===== src/rtl/layer_out_serializer.sv =====
// layer_out_serializer
//   Collects the parallel outputs of one fully-connected layer (each neuron
//   pulses its own valid) and re-emits them as a contiguous serial stream,
//   one word per cycle in ascending neuron order. After each frame it
//   enforces exactly frameGap idle cycles so downstream neurons can finish
//   accumulating before the next frame arrives.
//
//   Optional feature macro: SER_DBUF_EN
//     defined   : separate capture and send buffers; the next frame may be
//                 captured while the current one is being sent.
//     undefined : the capture buffer is the send buffer; words arriving while
//                 a frame is being sent are dropped and flag overrun.
//
// Ports
//   clk             : clock, posedge
//   rst_n           : asynchronous active-low reset
//   neuron_out      : neuron i word at [i*dataWidth +: dataWidth]
//   neuron_valid    : bit i = valid pulse of neuron i
//   ovr_clr         : synchronous clear of overrun (a same-cycle set wins)
//   layer_out       : serial word to the next layer
//   layer_out_valid : qualifies layer_out
//   busy            : high while a frame is being sent or its gap runs
//   overrun         : sticky, a neuron word was dropped
module layer_out_serializer #(
  parameter int numNeurons = 10,
  parameter int dataWidth  = 16,
  parameter int frameGap   = 6
) (
  input  logic                             clk,
  input  logic                             rst_n,
  input  logic [numNeurons*dataWidth-1:0]  neuron_out,
  input  logic [numNeurons-1:0]            neuron_valid,
  input  logic                             ovr_clr,
  output logic [dataWidth-1:0]             layer_out,
  output logic                             layer_out_valid,
  output logic                             busy,
  output logic                             overrun
);

  localparam int IDXW = (numNeurons > 1) ? $clog2(numNeurons) : 1;
  localparam int CW   = $clog2(frameGap + 1);
  localparam logic [IDXW-1:0] LAST_IDX = IDXW'(numNeurons - 1);
  localparam logic [CW-1:0]   GAP_LOAD = CW'(frameGap);
  localparam logic [CW-1:0]   CNT_ONE  = CW'(1);

  typedef enum logic [1:0] {IDLE, SEND, GAP} state_t;

  state_t                  state_q, state_d;
  logic [IDXW-1:0]         idx_q, idx_d;
  logic [CW-1:0]           cnt_q, cnt_d;
  logic [numNeurons-1:0]   got_q, got_d;
  logic [dataWidth-1:0]    cap_q [numNeurons];
  logic [dataWidth-1:0]    cap_d [numNeurons];
`ifdef SER_DBUF_EN
  logic [dataWidth-1:0]    send_q [numNeurons];
  logic [dataWidth-1:0]    send_d [numNeurons];
`endif
  logic [dataWidth-1:0]    out_q, out_d;
  logic                    vld_q, vld_d;
  logic                    busy_q, busy_d;
  logic                    ovr_q, ovr_d;

  logic                    xfer;
  logic                    cap_open;
  logic [numNeurons-1:0]   free;
  logic [numNeurons-1:0]   accept;
  logic [numNeurons-1:0]   drop;

  // The FSM runs one cycle ahead of the registered outputs: the edge that
  // reads word idx is the edge that presents it, so state SEND here lines up
  // with the transfer edge + 1 and busy/valid are delayed copies of it.
  always_comb begin
    state_d = state_q;
    idx_d   = idx_q;
    cnt_d   = cnt_q;
    out_d   = out_q;
    vld_d   = 1'b0;
    xfer    = 1'b0;
    unique case (state_q)
      IDLE: begin
        if (&got_q) begin
          xfer    = 1'b1;
          state_d = SEND;
          idx_d   = '0;
        end
      end
      SEND: begin
`ifdef SER_DBUF_EN
        out_d = send_q[idx_q];
`else
        out_d = cap_q[idx_q];
`endif
        vld_d = 1'b1;
        if (idx_q == LAST_IDX) begin
          state_d = GAP;
          cnt_d   = GAP_LOAD;
        end else begin
          idx_d = idx_q + 1'b1;
        end
      end
      GAP: begin
        cnt_d = cnt_q - 1'b1;
        if (cnt_q == CNT_ONE) begin
          if (&got_q) begin
            xfer    = 1'b1;
            state_d = SEND;
            idx_d   = '0;
          end else begin
            state_d = IDLE;
          end
        end
      end
      default: state_d = IDLE;
    endcase
    busy_d = (state_q != IDLE);
  end

  // Capture. In single-buffer mode the buffer is also being read from the
  // transfer edge until the last word is presented, so writes are refused
  // over that whole window, not just while the FSM sits in SEND.
  always_comb begin
`ifdef SER_DBUF_EN
    cap_open = 1'b1;
`else
    cap_open = (state_q != SEND) && !vld_q && !xfer;
`endif
    free   = xfer ? '1 : ~got_q;
    accept = cap_open ? (neuron_valid & free) : '0;
    drop   = neuron_valid & ~accept;
    got_d  = (xfer ? '0 : got_q) | accept;
    for (int unsigned i = 0; i < numNeurons; i++) begin
      cap_d[i] = accept[i] ? neuron_out[i*dataWidth +: dataWidth] : cap_q[i];
`ifdef SER_DBUF_EN
      send_d[i] = xfer ? cap_q[i] : send_q[i];
`endif
    end
    if (|drop) begin
      ovr_d = 1'b1;
    end else if (ovr_clr) begin
      ovr_d = 1'b0;
    end else begin
      ovr_d = ovr_q;
    end
  end

  always_ff @(posedge clk or negedge rst_n) begin
    if (!rst_n) begin
      state_q <= IDLE;
      idx_q   <= '0;
      cnt_q   <= '0;
      got_q   <= '0;
      out_q   <= '0;
      vld_q   <= 1'b0;
      busy_q  <= 1'b0;
      ovr_q   <= 1'b0;
    end else begin
      state_q <= state_d;
      idx_q   <= idx_d;
      cnt_q   <= cnt_d;
      got_q   <= got_d;
      out_q   <= out_d;
      vld_q   <= vld_d;
      busy_q  <= busy_d;
      ovr_q   <= ovr_d;
    end
  end

  // Word storage needs no reset: got_q decides what is meaningful.
  always_ff @(posedge clk) begin
    for (int unsigned i = 0; i < numNeurons; i++) begin
      cap_q[i] <= cap_d[i];
`ifdef SER_DBUF_EN
      send_q[i] <= send_d[i];
`endif
    end
  end

  assign layer_out       = out_q;
  assign layer_out_valid = vld_q;
  assign busy            = busy_q;
  assign overrun         = ovr_q;

endmodule


===== config.mk =====
export PLATFORM = sky130hd
export DESIGN_NAME = layer_out_serializer
export DESIGN_NICKNAME = d
export VERILOG_FILES = /design/src/rtl/layer_out_serializer.sv
export SDC_FILE = /design/constraint.sdc
export NUM_CORES = 1
export LEC_CHECK = 0
export ABC_AREA = 1
export CAP_MARGIN = 20
export CORE_ASPECT_RATIO = 1.4
export CORE_MARGIN = 2
export CORE_UTILIZATION = 30
export DETAILED_ROUTE_END_ITERATION = 10
export PLACE_DENSITY = 0.63
export SYNTH_ARGS = -nofsm -noshare
export SYNTH_HDL_FRONTEND = slang
export SYNTH_SLANG_ARGS = --single-unit

===== constraint.sdc =====
create_clock -name clk -period 1.6 [get_ports clk]
set_input_delay 0.32 -clock clk [delete_from_list [all_inputs] [get_ports clk]]
set_output_delay 0.32 -clock clk [all_outputs]
set_load 0.1 [all_outputs]

## Word-level counts from Yosys, hierarchy flattened

Memories as Yosys holds them, arrays and structs flattened. A register that Yosys moved wholly into a read port is not among the register bits.
Cells that the tools add are included.

- Bits in registers: 22
- Output and inout bits: 19
- Bits of input ports: 173
- Memories: 1
- Logic and storage cells: 79
- Bits in writable memories: 160

- Reduce and logical (&&, ||, !) cells: 15
- Muxes and demuxes: 30
- Equal/unequal tests: 19
- Add/subtract/negate cells: 2
- Bitwise operators: 5

Memories:

| name | words | width | rd ports | clocked after memory_dff | wr ports | line | text |
|---|---|---|---|---|---|---|---|
| cap_q | 10 | 16 | 1 | 1 | 10 | 52 | `logic [dataWidth-1:0] cap_q [numNeurons];` |

Operators by type and width:

| cell | count |
|---|---|
| $mux W16 | 10 |
| $mux W10 | 3 |
| $and A10 B10 Y10 | 2 |
| $not A10 Y10 | 2 |
| $mux W4 | 3 |
| $pmux W4 S3 | 1 |
| $ne A1 B1 Y1 const B | 10 |
| $or A10 B10 Y10 | 1 |
| $reduce_and A10 Y1 | 1 |
| $reduce_or A10 Y1 | 1 |
| $ne A2 B2 Y1 const B | 4 |
| $mux W1 | 6 |
| $mux W2 | 3 |
| $pmux W2 S3 | 1 |
| $pmux W3 S2 | 1 |
| $reduce_and A3 Y1 | 2 |
| $reduce_bool A2 Y1 | 3 |
| $add A4 B1 Y4 const B | 1 |
| $eq A4 B4 Y1 const B | 1 |
| $eq A3 B1 Y1 const B | 1 |
| $logic_not A1 Y1 | 3 |
| $mux W3 | 1 |
| $reduce_bool A3 Y1 | 1 |
| $sub A3 B1 Y3 const B | 1 |
| 7 further kinds | 8 |

## Longest topological paths before layout

Gate-level depths: netlist of the first run.

- Word-level depth: 11
- Depth in mapped cells: 11
- Mapped depth without buffers: 10

## Least setup slack after synthesis of the first run

No wires, ideal clock.

- Path kind: reg-to-reg
- Start point: register vld_q, in the netlist layer_out_valid
- End point: memory cap_q[2][0] (enable)
- Buffers on the path: 0
- Stages on the path, launching flop included: 4
- Required time: 1236 ps
- Setup slack: -346 ps
- Period minus slack after synthesis: 1946 ps
- Arrival: 1582 ps
- Library setup time: 364 ps
- Path through: dfrtp_1 > nor2_8 > nand3_1 > inv_1

RTL lines:

| item | line | text |
|---|---|---|
| from (decl) | 59 | `logic vld_q, vld_d;` |
| from (signal assigned) | 162 | `vld_q <= vld_d;` |
| to (decl) | 52 |  |

==> flow_summary.toml, run 1 <==
[outcome]
status = "finished with violations"
violations = "negative setup slack"

[synthesis]
synthAdderAreaFrac_pct = 0.6193
synth_top_family_by_area = "simple AND/OR/NAND/NOR gates"
ys_seq_area_share_pct = 71.22
yosys.area_share.simple_pct = 13.98
synth-async-reset-ratio_pct = 19.19
yosysUniqueCellTypes = 28
synth_edf_count = 160
yosysTopAreaCell = "edfxtp_1"
synth.net_count = 858
netlist_top_cells_count = "edfxtp_1, nand2_1, nor2_1"
synth.area.mux_share_pct = 0
ys_ff_latch = 198
syn-cell-area_um2 = 8082
synthFlopType = "edfxtp_1"
synthCells = 681
synth_compound_area_share_pct = 9.026
syn_avg_cell_area_um2 = 11.87
synth_top_area_share_pct = 59.45
ys_warn_count = 0
synth.most_common_cell = "edfxtp_1"
synthXorXnorAreaFrac_pct = 0
synth_area_leaders = "edfxtp_1, dfrtp_1, nand2_1"

[placement]
dp_hpwl_um = 18400
io_buffers = 191
dp.cells = 1248
gp_congestion = 0.8618

[final_layout]
postLayoutCoreUtil_pct = 47.15
fill_cells = 2339
finalNonFillerCells = 1301
nets = 1137
diodes = 0
drive_gt1_share_pct = 23.74
area_growth_pct = 55.49

[clock_network]
cts_tree = "built"
insertion_delay_ns = 0.45
clk_path_buf_depth = 2
cts_root_buf = "clkbuf_16"
path_clk_slew_ns = 0.08
numCtsBuffers = 17
cts_sinks = 198
htreeDepth = 4

[route]
drtPass1Iterations = 5
drt_iter0_markers = 309
ant_nets = 0
drc_errors = 0
via_per_inst = 4.689
post_drt_wl_per_cell_um = 18.84
routed_wl_um = 24510
vias = 6100

[timing]
setup-tns-final_ns = -12.16
hold_viol_final = 0
setup_viol = 176
fin_worst_skew_ns = 0.01241
setup_slack_ns = -0.1317
holdWs_ns = 0.4246
worst_pin_slew_ns = 0.6479
fin_crit_sh_pct = 108.2
finalCriticalPeriod_ns = 1.732
timing.fmax_ghz = 0.5775
slew_headroom_pct = 56.81
rsz0062_at_grt = "yes"
drv_slew = 0

[power]
leakagePower_nw = 4.766
irDropWorstVdd_v = 0.0008193
power_density_nw_per_um2 = 1809
power_mw = 22.73

[floorplanning]
core_area_um2 = 26650
die_h_um = 198.2
die_w_um = 142.7
pin_count = 192
row_count = 71
fp.dieArea_um2 = 28290
start_util_pct = 30.32

[worst_setup_path]
critPathMaxFanout = 6
endpoint_kind = "register"
cp.arrival_ns = 2.05
cp-start-kind = "register"
crit_chain = "buf_6 > buf_8 > buf_6 > o211ai_1 > o211ai_1 > o2111ai_2 > a21oi_1"
crit_required_ns = 1.92
critPathKind = "register to register"
slowest_delay_ns = 0.49
slowest_stage = "dfrtp_4"

[hold_path]
min_path_type = "input pin to register"

[grt]
grt_pass1_vias = 6178
grt_antenna_before_repair = 0
grt-ovfl-total = 0
grt.total_usage_pct = 17.29
grt_max_degree = 41
grt_pass1_wl_um = 35010

[flow_run]
maxCapViolCount = 0
state kept, by name, indices dropped and copies added, names as in the netlist:
| name | cells |
|---|---|
| idx_q | 4 |
| cap_q | 160 |
| got_q | 10 |
| busy | 1 |
| state_q | 2 |
| layer_out | 16 |
| layer_out_valid | 1 |
| cnt_q | 3 |
| overrun | 1 |
cells by family after synthesis:
| family | Yosys count |
|---|---|
| AND/OR/NAND/NOR | 268 |
| flip-flops | 198 |
| AO/OA/AOI/OAI | 116 |
| buffers and inverters | 95 |
| adder cells (fa/ha/maj) | 4 |
cell usage in the layout (no fill, tap or decap), types with 13 or more instances in the layout:
cell type,Yosys,layout
nand3_1,29,19
buf_12,1,39
a21oi_1,29,21
inv_1,60,46
o211ai_1,33,33
buf_6,1,13
edfxtp_1,160,160
clkbuf_16,0,21
clkdlybuf4s50_1,0,171
clkinvlp_4,0,14
nand2_1,144,130
nor2_1,83,75
buf_4,4,56
o21ai_0,32,26
dfrtp_1,38,35
through the flow:
| step | area [µm²] | setup WS, ns |
|---|---|---|
| final | 12570 | -0.1317 |
| after global routing | 12570 | -0.1822 |
| after CTS | 12210 | -0.1050 |
| after detailed placement | 11340 | -0.2060 |
| after global placement | 11340 | -0.1654 |
| after floorplan | 8178 | -0.06122 |
report_power, final:
group | total (mW) | leakage [nW] | internal [mW] | switching (mW)
clock network | 4.31 | 0.289 | 2.26 | 2.04
registers | 7.41 | 1.89 | 6.78 | 0.627
logic | 11.0 | 2.59 | 4.69 | 6.33
total | 22.7 | 4.77 | 13.7 | 9.00
worst max-delay path, delay by kind of cell, from the launching register on:
kind,cells,cell delay (ns)
AOI/OAI and AO/OA,4,0.72
buffers and inverters,3,0.40
DFF,1,0.49
timing repair:
| action | in CTS | in global routing |
|---|---|---|
| pin swaps | 19 | 54 |
| hold endpoints to repair | 22 | 0 |
| setup buffers | 10 | 9 |
| setup endpoints to repair | 184 | 181 |
| gates resized for setup | 42 | 69 |
| gates cloned | 3 | 3 |
| hold buffers | 1 | 0 |
per-layer routing:
metal	part of all wire [%]	GRT usage, %	routed length [µm]	up-vias
li1	-	-	-	2920
met1	38	19.98	9300	2893
met4	4.1	8.251	1007	0
met3	4.6	3.144	1128	52
met5	0	0	0	-
met2	53	30.73	13070	235
final timing paths:
check,startpoint,to,slack [ns],depth (start not counted)
setup / recovery,idx_q[0],layer_out[14],-0.13,7
hold / removal,neuron_out[154],cap_q[9][10],0.42,1
setup reg to reg,idx_q[0],layer_out[14],-0.13,7
hold reg to reg,cnt_q[2],cnt_q[2],0.52,2
max in group asynchronous,rst_n,layer_out[2],0.59,3
min in group asynchronous,rst_n,got_q[1],0.43,2
layout make-up:
cell class	instances	area (µm²)	area share, %
multi-input combinational	389	2233	17.77
inverter	62	286.5	2.280
timing repair buffer	291	3264	25.98
tap	328	410.4	3.266
clock inverter	14	160.2	1.275
clock buffer	18	439.2	3.495
sequential	198	5764	45.87
timing repair inverter	1	7.507	0.05974
No activity file was read; power rests on OpenSTA's default activity.
==> inputs of run 2 (changes only) <==
--- a/config.mk
+++ b/config.mk
@@ -12,6 +12,7 @@
 export CORE_UTILIZATION = 30
 export DETAILED_ROUTE_END_ITERATION = 10
 export PLACE_DENSITY = 0.63
+export SLEW_MARGIN = 20
 export SYNTH_ARGS = -nofsm -noshare
 export SYNTH_HDL_FRONTEND = slang
 export SYNTH_SLANG_ARGS = --single-unit
==> results of run 2 <==
The final DEF is identical to that of run 1; final timing and power are the same.
